==> config.mk <==
export PLATFORM = sky130hd
export DESIGN_NAME = cdc_channel_arbiter_flat
export DESIGN_NICKNAME = d
export VERILOG_FILES = /design/src/rtl/cdc_channel_arbiter_pkg.sv /design/src/rtl/cdc_channel_arbiter_if.sv /design/src/rtl/cdc_channel_arbiter_rr_pick.sv /design/src/rtl/cdc_channel_arbiter.sv /design/src/flat_wrapper.sv
export SDC_FILE = /design/constraint.sdc
export NUM_CORES = 1
export LEC_CHECK = 0
export CORE_ASPECT_RATIO = 0.7
export CORE_MARGIN = 4
export CORE_UTILIZATION = 30
export DETAILED_ROUTE_END_ITERATION = 16
export PLACE_DENSITY = 0.69
export SYNTH_ARGS = -nofsm -noshare
export SYNTH_HDL_FRONTEND = slang
export SYNTH_SLANG_ARGS = --single-unit
==> constraint.sdc <==
create_clock -name FAST_clk -period 2.8 [get_ports FAST_clk]
set_input_delay 0.84 -clock FAST_clk [delete_from_list [all_inputs] [get_ports FAST_clk]]
set_output_delay 0.84 -clock FAST_clk [all_outputs]
set_load 0.02 [all_outputs]
==> src/rtl/cdc_channel_arbiter_pkg.sv <==
`default_nettype none
// ------------------------------------------------------------------
// cdc_arb_pkg : shared defaults, FSM state type and one-hot helper
// rev 1.0
// ------------------------------------------------------------------
package cdc_arb_pkg;

  localparam int CDC_NUM_REQ = 4;
  localparam int CDC_DATA_W  = 12;
  localparam int MAX_REQ     = 8;

  typedef enum logic [0:0] {
    IDLE = 1'b0,
    HOLD = 1'b1
  } arb_state_e;

  function automatic logic [MAX_REQ-1:0] onehot(input logic [2:0] idx);
    logic [MAX_REQ-1:0] v;
    v      = '0;
    v[idx] = 1'b1;
    return v;
  endfunction

endpackage
`default_nettype wire

==> src/rtl/cdc_channel_arbiter_if.sv <==
`default_nettype none
// ------------------------------------------------------------------
// cdc_channel_arbiter_if : source requests and crossing-channel slot
// rev 1.0
// ------------------------------------------------------------------
interface cdc_channel_arbiter_if
  import cdc_arb_pkg::*;
#(
  parameter int NUM_REQ = CDC_NUM_REQ,
  parameter int DATA_W  = CDC_DATA_W,
  parameter int TAG_W   = $clog2(NUM_REQ)
);

  logic [NUM_REQ-1:0]        req;
  logic [NUM_REQ*DATA_W-1:0] req_data;
  logic [NUM_REQ-1:0]        ack;
  logic [DATA_W-1:0]         xfer_data;
  logic [TAG_W-1:0]          xfer_tag;
  logic                      xfer_valid;
  logic                      busy;

  modport master (
    output req, req_data,
    input  ack, xfer_data, xfer_tag, xfer_valid, busy
  );

  modport slave (
    input  req, req_data,
    output ack, xfer_data, xfer_tag, xfer_valid, busy
  );

endinterface
`default_nettype wire

==> src/rtl/cdc_channel_arbiter_rr_pick.sv <==
`default_nettype none
// ------------------------------------------------------------------
// rr_pick : rotate-priority encoder, search starts after last grant
// rev 1.0
// ------------------------------------------------------------------
module rr_pick
  import cdc_arb_pkg::*;
#(
  parameter int NUM_REQ = CDC_NUM_REQ,
  parameter int TAG_W   = $clog2(NUM_REQ)
) (
  input  logic [NUM_REQ-1:0] req,
  input  logic [TAG_W-1:0]   last,
  input  logic [NUM_REQ-1:0] mask,
  output logic [TAG_W-1:0]   winner,
  output logic               any
);

  logic [NUM_REQ-1:0] eligible;
  logic [TAG_W-1:0]   idx;

  assign eligible = req & ~mask;

  // Walk from the farthest candidate back to the nearest so the
  // nearest eligible source after the pointer is written last.
  always_comb begin
    winner = '0;
    any    = 1'b0;
    idx    = '0;
    for (int k = NUM_REQ; k >= 1; k--) begin
      idx = TAG_W'((int'(last) + k) % NUM_REQ);
      if (eligible[idx]) begin
        winner = idx;
        any    = 1'b1;
      end
    end
  end

endmodule
`default_nettype wire

==> src/rtl/cdc_channel_arbiter.sv <==
`default_nettype none
// ------------------------------------------------------------------
// cdc_channel_arbiter : round-robin sharing of the fast-to-slow crossing
// rev 1.0
// ------------------------------------------------------------------
module cdc_channel_arbiter
  import cdc_arb_pkg::*;
#(
  parameter int NUM_REQ     = CDC_NUM_REQ,
  parameter int DATA_W      = CDC_DATA_W,
  parameter int HOLD_CYCLES = 8,
  parameter int TAG_W       = $clog2(NUM_REQ)
) (
  input  logic                 FAST_clk,
  input  logic                 reset,
  cdc_channel_arbiter_if.slave bus
);

  localparam int CNT_W = (HOLD_CYCLES > 2) ? $clog2(HOLD_CYCLES) : 1;

  arb_state_e          state_q, state_d;
  logic [CNT_W-1:0]    cnt_q;
  logic [TAG_W-1:0]    last_q;
  logic [TAG_W-1:0]    winner;
  logic                any_req;
  logic                grant;
  logic [DATA_W-1:0]   data_q;
  logic [TAG_W-1:0]    tag_q;
  logic                valid_q;
  logic [NUM_REQ-1:0]  ack_q;

  // A source still seeing its ack pulse is masked so its stale req
  // cannot win a back-to-back slot.
  rr_pick #(
    .NUM_REQ (NUM_REQ),
    .TAG_W   (TAG_W)
  ) u_pick (
    .req    (bus.req),
    .last   (last_q),
    .mask   (ack_q),
    .winner (winner),
    .any    (any_req)
  );

  always_comb begin
    state_d = state_q;
    grant   = 1'b0;
    case (state_q)
      IDLE: begin
        if (any_req) grant = 1'b1;
      end
      HOLD: begin
        if (cnt_q == '0) begin
          if (any_req) grant = 1'b1;
          else         state_d = IDLE;
        end
      end
      default: state_d = IDLE;
    endcase
    if (grant) state_d = HOLD;
  end

  always_ff @(posedge FAST_clk) begin
    if (reset) begin
      state_q <= IDLE;
      cnt_q   <= '0;
      last_q  <= TAG_W'(NUM_REQ - 1);
      data_q  <= '0;
      tag_q   <= '0;
      valid_q <= 1'b0;
      ack_q   <= '0;
    end else begin
      state_q <= state_d;
      ack_q   <= '0;
      if (grant) begin
        data_q  <= bus.req_data[int'(winner)*DATA_W +: DATA_W];
        tag_q   <= winner;
        ack_q   <= NUM_REQ'(onehot(3'(winner)));
        last_q  <= winner;
        cnt_q   <= CNT_W'(HOLD_CYCLES - 1);
        valid_q <= 1'b1;
      end else if (state_q == HOLD) begin
        if (cnt_q != '0) cnt_q   <= cnt_q - CNT_W'(1);
        else             valid_q <= 1'b0;
      end
    end
  end

  assign bus.ack        = ack_q;
  assign bus.xfer_data  = data_q;
  assign bus.xfer_tag   = tag_q;
  assign bus.xfer_valid = valid_q;
  assign bus.busy       = (state_q == HOLD);

endmodule
`default_nettype wire

==> src/flat_wrapper.sv <==
// flat-port wrapper written by rule: the top's interface ports become plain ports
module cdc_channel_arbiter_flat import cdc_arb_pkg::*;
#(
  parameter int NUM_REQ     = CDC_NUM_REQ,
  parameter int DATA_W      = CDC_DATA_W,
  parameter int HOLD_CYCLES = 8,
  parameter int TAG_W       = $clog2(NUM_REQ)
)
  (FAST_clk, reset, bus_req, bus_req_data, bus_ack, bus_xfer_data, bus_xfer_tag, bus_xfer_valid, bus_busy);
  cdc_channel_arbiter_if #(.NUM_REQ(NUM_REQ), .DATA_W(DATA_W), .TAG_W(TAG_W)) bus_i ();
  input  logic FAST_clk;
  input  logic reset;
  input wire logic [$bits(bus_i.req)-1:0] bus_req;
  input wire logic [$bits(bus_i.req_data)-1:0] bus_req_data;
  output wire logic [$bits(bus_i.ack)-1:0] bus_ack;
  output wire logic [$bits(bus_i.xfer_data)-1:0] bus_xfer_data;
  output wire logic [$bits(bus_i.xfer_tag)-1:0] bus_xfer_tag;
  output wire logic [$bits(bus_i.xfer_valid)-1:0] bus_xfer_valid;
  output wire logic [$bits(bus_i.busy)-1:0] bus_busy;
  assign bus_i.req = bus_req;
  assign bus_i.req_data = bus_req_data;
  assign bus_ack = bus_i.ack;
  assign bus_xfer_data = bus_i.xfer_data;
  assign bus_xfer_tag = bus_i.xfer_tag;
  assign bus_xfer_valid = bus_i.xfer_valid;
  assign bus_busy = bus_i.busy;
  cdc_channel_arbiter #(.NUM_REQ(NUM_REQ), .DATA_W(DATA_W), .HOLD_CYCLES(HOLD_CYCLES), .TAG_W(TAG_W)) u_core (.FAST_clk(FAST_clk), .reset(reset), .bus(bus_i));
endmodule
# == Word-level counts from Yosys, hierarchy flattened ==
# Cells that the tools add are included.
# word_totals
regBits,25
latch_bits,0
ram_bits,0
mem_bits_ro,0
out_inout_bits,20
wordCells,63
n_memories,0
# classes
addsub,5
mul,1
n_div,0
n_lt_le_gt_ge,6
n_eq_ne,1
shifts,1
muxes,30
bitwise,4
n_reduce_logical,8
# ops
cell,n
48-bit by 32-bit indexed part select with 12-bit output,1
1-bit 2-to-1 mux,17
2-bit by 3-bit less-than comparator with 1-bit output (second input constant),4
3-bit 2-to-1 mux,3
1-bit binary-select mux with 2-bit select,4
2-bit 2-to-1 mux,4
2-bit by 1-bit adder with 2-bit output (second input constant),2
2-bit adder (second input constant),2
4-bit bitwise AND,1
2-bit by 4-bit less-than comparator with 1-bit output (second input constant),1
2-bit by 2-bit multiplier with 4-bit output (second input constant),1
4-bit inverter,1
2-bit AND reduction,2
2-bit nonzero test,2
3-bit zero test,1
3-bit nonzero test,1
3-bit by 1-bit subtractor with 3-bit output (second input constant),1
1-bit demux with 2-bit select,1
2-bit by 1-bit greater-or-equal comparator with 1-bit output (second input constant),1
2-bit by 1-bit inequality test with 1-bit output (second input constant),1
1-bit inverter,2
1-bit one-hot mux with 2 select lines,1
2-bit OR reduction,1
1-bit logical AND,1

# == Longest topological paths before layout ==
# logic_depth
ltp_word,13
depth_mapped,9
mapped_depth_nobuf,7

# == By module ==
# Synthesis repeated with hierarchy kept, for this count alone.
# hier_totals
hier_cells,136
area_unflattened_um2,1370.1
# modules_own_cells
module,instances,cells_per_inst,area_per_inst_um2,seq_area_each_um2
cdc_channel_arbiter,1,118,1246.2,500.5
rr_pick,1,18,123.9,0.0

# == Least setup slack after synthesis ==
# No wires, ideal clock.
# synth_timing
path_type,in2reg
startpoint,in bus_req[3]
endpoint,"reg u_core.data_q[0], in the netlist u_core.bus.xfer_data[0]"
setup_ps,132
arrival_time_ps,2079
path_slack_ps,590
cell_stages,6
path_cell_list,or3b_2 o211ai_1 a32o_1 buf_6 mux2i_1 o32ai_1
# synth_via
elab_chain_cells,10
# synth_lines
element,line_no,source
"start, declared",flat_wrapper.sv:13,input wire logic [$bits(bus_i.req)-1:0] bus_req;
4-bit bitwise AND *,cdc_channel_arbiter_rr_pick.sv:22,assign eligible = req & ~mask;
"parallel branches: the longest is 9 deep, another holds 2-bit by 2-bit multiplier with 4-bit output",--,
"end signal, assigned",cdc_channel_arbiter.sv:76,data_q <= bus.req_data[int'(winner)*DATA_W +: DATA_W];
"end, declared",cdc_channel_arbiter.sv:27,logic [DATA_W-1:0] data_q;
# Every way passes the cells marked *. The select of a mux whose other input is x is not followed.
# A chain may end at the register's enable or synchronous reset.

# == Worst setup path in the final report ==
# layout_timing
startpoint,in bus_req[1]
endpoint,"reg u_core.data_q[3], in the netlist u_core.bus.xfer_data[3]"
# The elaborated chain is that of the path after synthesis.

==> metrics.txt <==
outcome=complete, no violations; Max Cap Viol=0; top-area cell type share of the netlist area=35.3%; Bufs on Longest Clock Path=2; Final nets=304; Util after Layout=52.4%; Crit-path slowest cell=clkdlybuf4s50_1; WP data required=2.97 ns; Die Area=5910 sq um; root buffer cell=clkbuf_8; GRT Total Usage=between 10% and 20%; Crit. End Element=flip-flop; P&R area growth vs syn=64.8%; hold path cells=2; worst path bufs/invs=1; WL/cell=14.7 um; Setup Skew=about 0.0027 ns; type of origin of the critical path=input port; r2r startpoint=u_core.last_q[0]; cell chain of the critical path=clkdlybuf4s50_1 -> or3b_1 -> a222oi_1 -> a21oi_1 -> or3_1 -> o32ai_1; worst-case vdd ir drop=approximately 0.19 mV; cells on worst reg2reg path=5; Arr. time, crit path=2.73 ns; Antenna Violating Nets Remaining=0; area leader, netlist=dfxtp_1; vias per cell=around 5.3; CP peak stage delay=approximately 0.48 ns; Setup Buffers After CTS=0; fmax=391 MHz; DRT iter0 DRCs=89; initial core utilization=31.8%; flops & latches, synth=25; cell family with most CP delay=simple AND/OR/NAND/NOR gates; Synth Net Count=220; highest-count cells in the layout ignoring fill and taps=73 x clkdlybuf4s50_1, 25 x dfxtp_1, 17 x buf_4; Seq/Total Area, Yosys=35.3%; Clock Latency Late Sink=0.26 ns; Netlist Area Pre-Place=1420 sq um; RSZ-0062 raised after global routing=false; Resize count post-CTS=0; minimum clock period=2.56 ns; vias in the first global route=1,548; CTS tree=done; via count=1,604; clock-pin transition on the worst setup and hold timing paths=0.09 ns; initial antenna violation count=0; Reg2Reg Setup Slack=0.88 ns; Die W=about 90 um; antenna cells=0; pin count of the biggest net entering global routing=22; CTS Buf Count=3; PortBufs=73; top post-synthesis cells by area=dfxtp_1 35%, a221oi_1 8.6%, mux2i_1 8.5%; hold worst-path end=u_core.bus.xfer_tag[1]; worst hold margin=about 0.46 ns; commonest non-fill, non-tap cell in the layout=clkdlybuf4s50_1; chip height=65.5 um; Netlist cell types=33; Ys Warns=0; total routed wirelength=4.45 mm; routability cong.=0.793; period utilisation layout=91.4%; Cells after Synth=164; share of cells above drive strength 1=8.91%; P_leak=0.915 nW; hold wc startpoint=u_core.bus.xfer_tag[1]; Synth Area per Inst=8.64 sq um; DR DRC count=0; first-pass GRT wire length=7.29 mm; clk sinks=25; Max FO, Critical Path=6; Post-DP HPWL=~3.7 mm; Post-Layout Inst Area=~2300 sq um; Hold Crit Class=flip-flop to flip-flop; Max Slew Vio Count=0; # rows=20; Slew HR=65.5%; DR pass1 iterations=4; io pins=between 70 and 80; pwr dens=514 nW/um^2; hold buffer count at cts=0; Final setup viols=0; Design Power=1.20 mW; H-tree Lvls=1; Remaining Overflow, GRT=0; Core ar.=between 4000 and 5000 sq um; crit path kind=input port to flip-flop; dpl cell area=2290 sq um; r2r endpoint=u_core.bus.xfer_data[3]; Fin. Hold Viols=0; measured slew at the worst slew-check pin=0.517 ns
==> metal layers <==
metal | track usage, % | up-vias | part of all wire (%) | wire [um]
met5 | 0 | - | 0 | 0
met4 | 1.72 | 0 | 0.18 | 8
met3 | 5.15 | 2 | 7.9 | 352
met2 | 23.3 | 48 | 43 | 1910
met1 | 21.3 | 746 | 49 | 2180
li1 | - | 808 | - | -
==> sequential cells by signal, indices dropped and copies added (netlist names) <==
signal,cells
u_core.bus.xfer_data,12
u_core.bus.ack,4
u_core.cnt_q,3
u_core.bus.xfer_tag,2
u_core.last_q,2
u_core.bus.busy,1
u_core.bus.xfer_valid,1
==> worst max path at each step <==
stage / start / endpoint / depth (start not counted)
after floorplan: bus_req[3] / u_core.bus.xfer_data[0] / 6
after global placement: bus_req[1] / u_core.bus.xfer_data[0] / 6
after detailed placement: bus_req[1] / u_core.bus.xfer_data[3] / 6
after CTS: bus_req[1] / u_core.bus.xfer_data[3] / 6
after global routing: bus_req[1] / u_core.bus.xfer_data[9] / 8
final: bus_req[1] / u_core.bus.xfer_data[3] / 6
==> tightest hold or removal path, cell delays in order, from the launching register on <==
cell	delay [ns]
dfxtp_1	0.32
nand2_1	0.05
a21oi_1	0.05
==> power by group <==
group          switching, mW  leakage (nW)  total, mW  internal [mW]
registers             0.0392         0.208      0.449          0.410
logic                  0.256         0.684      0.540          0.283
clock network          0.111        0.0228      0.212          0.102
==> layout make-up <==
| type | instances | area [sq um] |
|---|---|---|
| fillers | 448 | 2120 |
| repair buffers | 90 | 858 |
| multi-input cells | 122 | 841 |
| flip-flops and latches | 25 | 500 |
| well taps | 55 | 68.8 |
| clock buffers | 4 | 45.0 |
| inverters | 6 | 22.5 |
==> synthesized netlist by cell type, drive strengths merged <==
| cell type | instances |
|---|---|
| nand3 | 3 |
| ha | 2 |
| nand2b | 6 |
| mux2i | 12 |
| o32ai | 3 |
| a211oi | 3 |
| o211ai | 11 |
| a222oi | 1 |
| a21oi | 8 |
| a221oi | 14 |
| nor2 | 8 |
| clkbuf | 8 |
| and2b | 1 |
| and2 | 3 |
| buf | 3 |
| nand4 | 2 |
| a311oi | 1 |
| a32o | 1 |
| or3b | 2 |
| o21ai | 14 |
| dfxtp | 25 |
| or3 | 4 |
| a221o | 1 |
| o22ai | 9 |
| nor3 | 1 |
| nor2b | 3 |
| and3 | 4 |
| inv | 6 |
| nand2 | 5 |
==> through the flow <==
step / setup TNS, ns / worst slack (ns) / cells
5_1_grt: 0 / 0.131 / 302
4_1_cts: 0 / 0.255 / 302
2_1_floorplan: 0 / 0.590 / 164
6_report: 0 / 0.240 / 302
3_3_place_gp: 0 / 0.000716 / 298
3_5_place_dp: -0.00456 / -0.00456 / 298
==> cell families after synthesis <==
kind of cell / after synthesis / share of synthesized area, %
buffers and inverters: 17 / 5.38
adders and majority gates: 2 / 1.76
muxes: 12 / 8.47
AOI/OAI and AO/OA: 66 / 32.7
DFF: 25 / 35.3
and+or+nand+nor: 42 / 16.3
No activity file was read; power rests on OpenSTA's default activity.
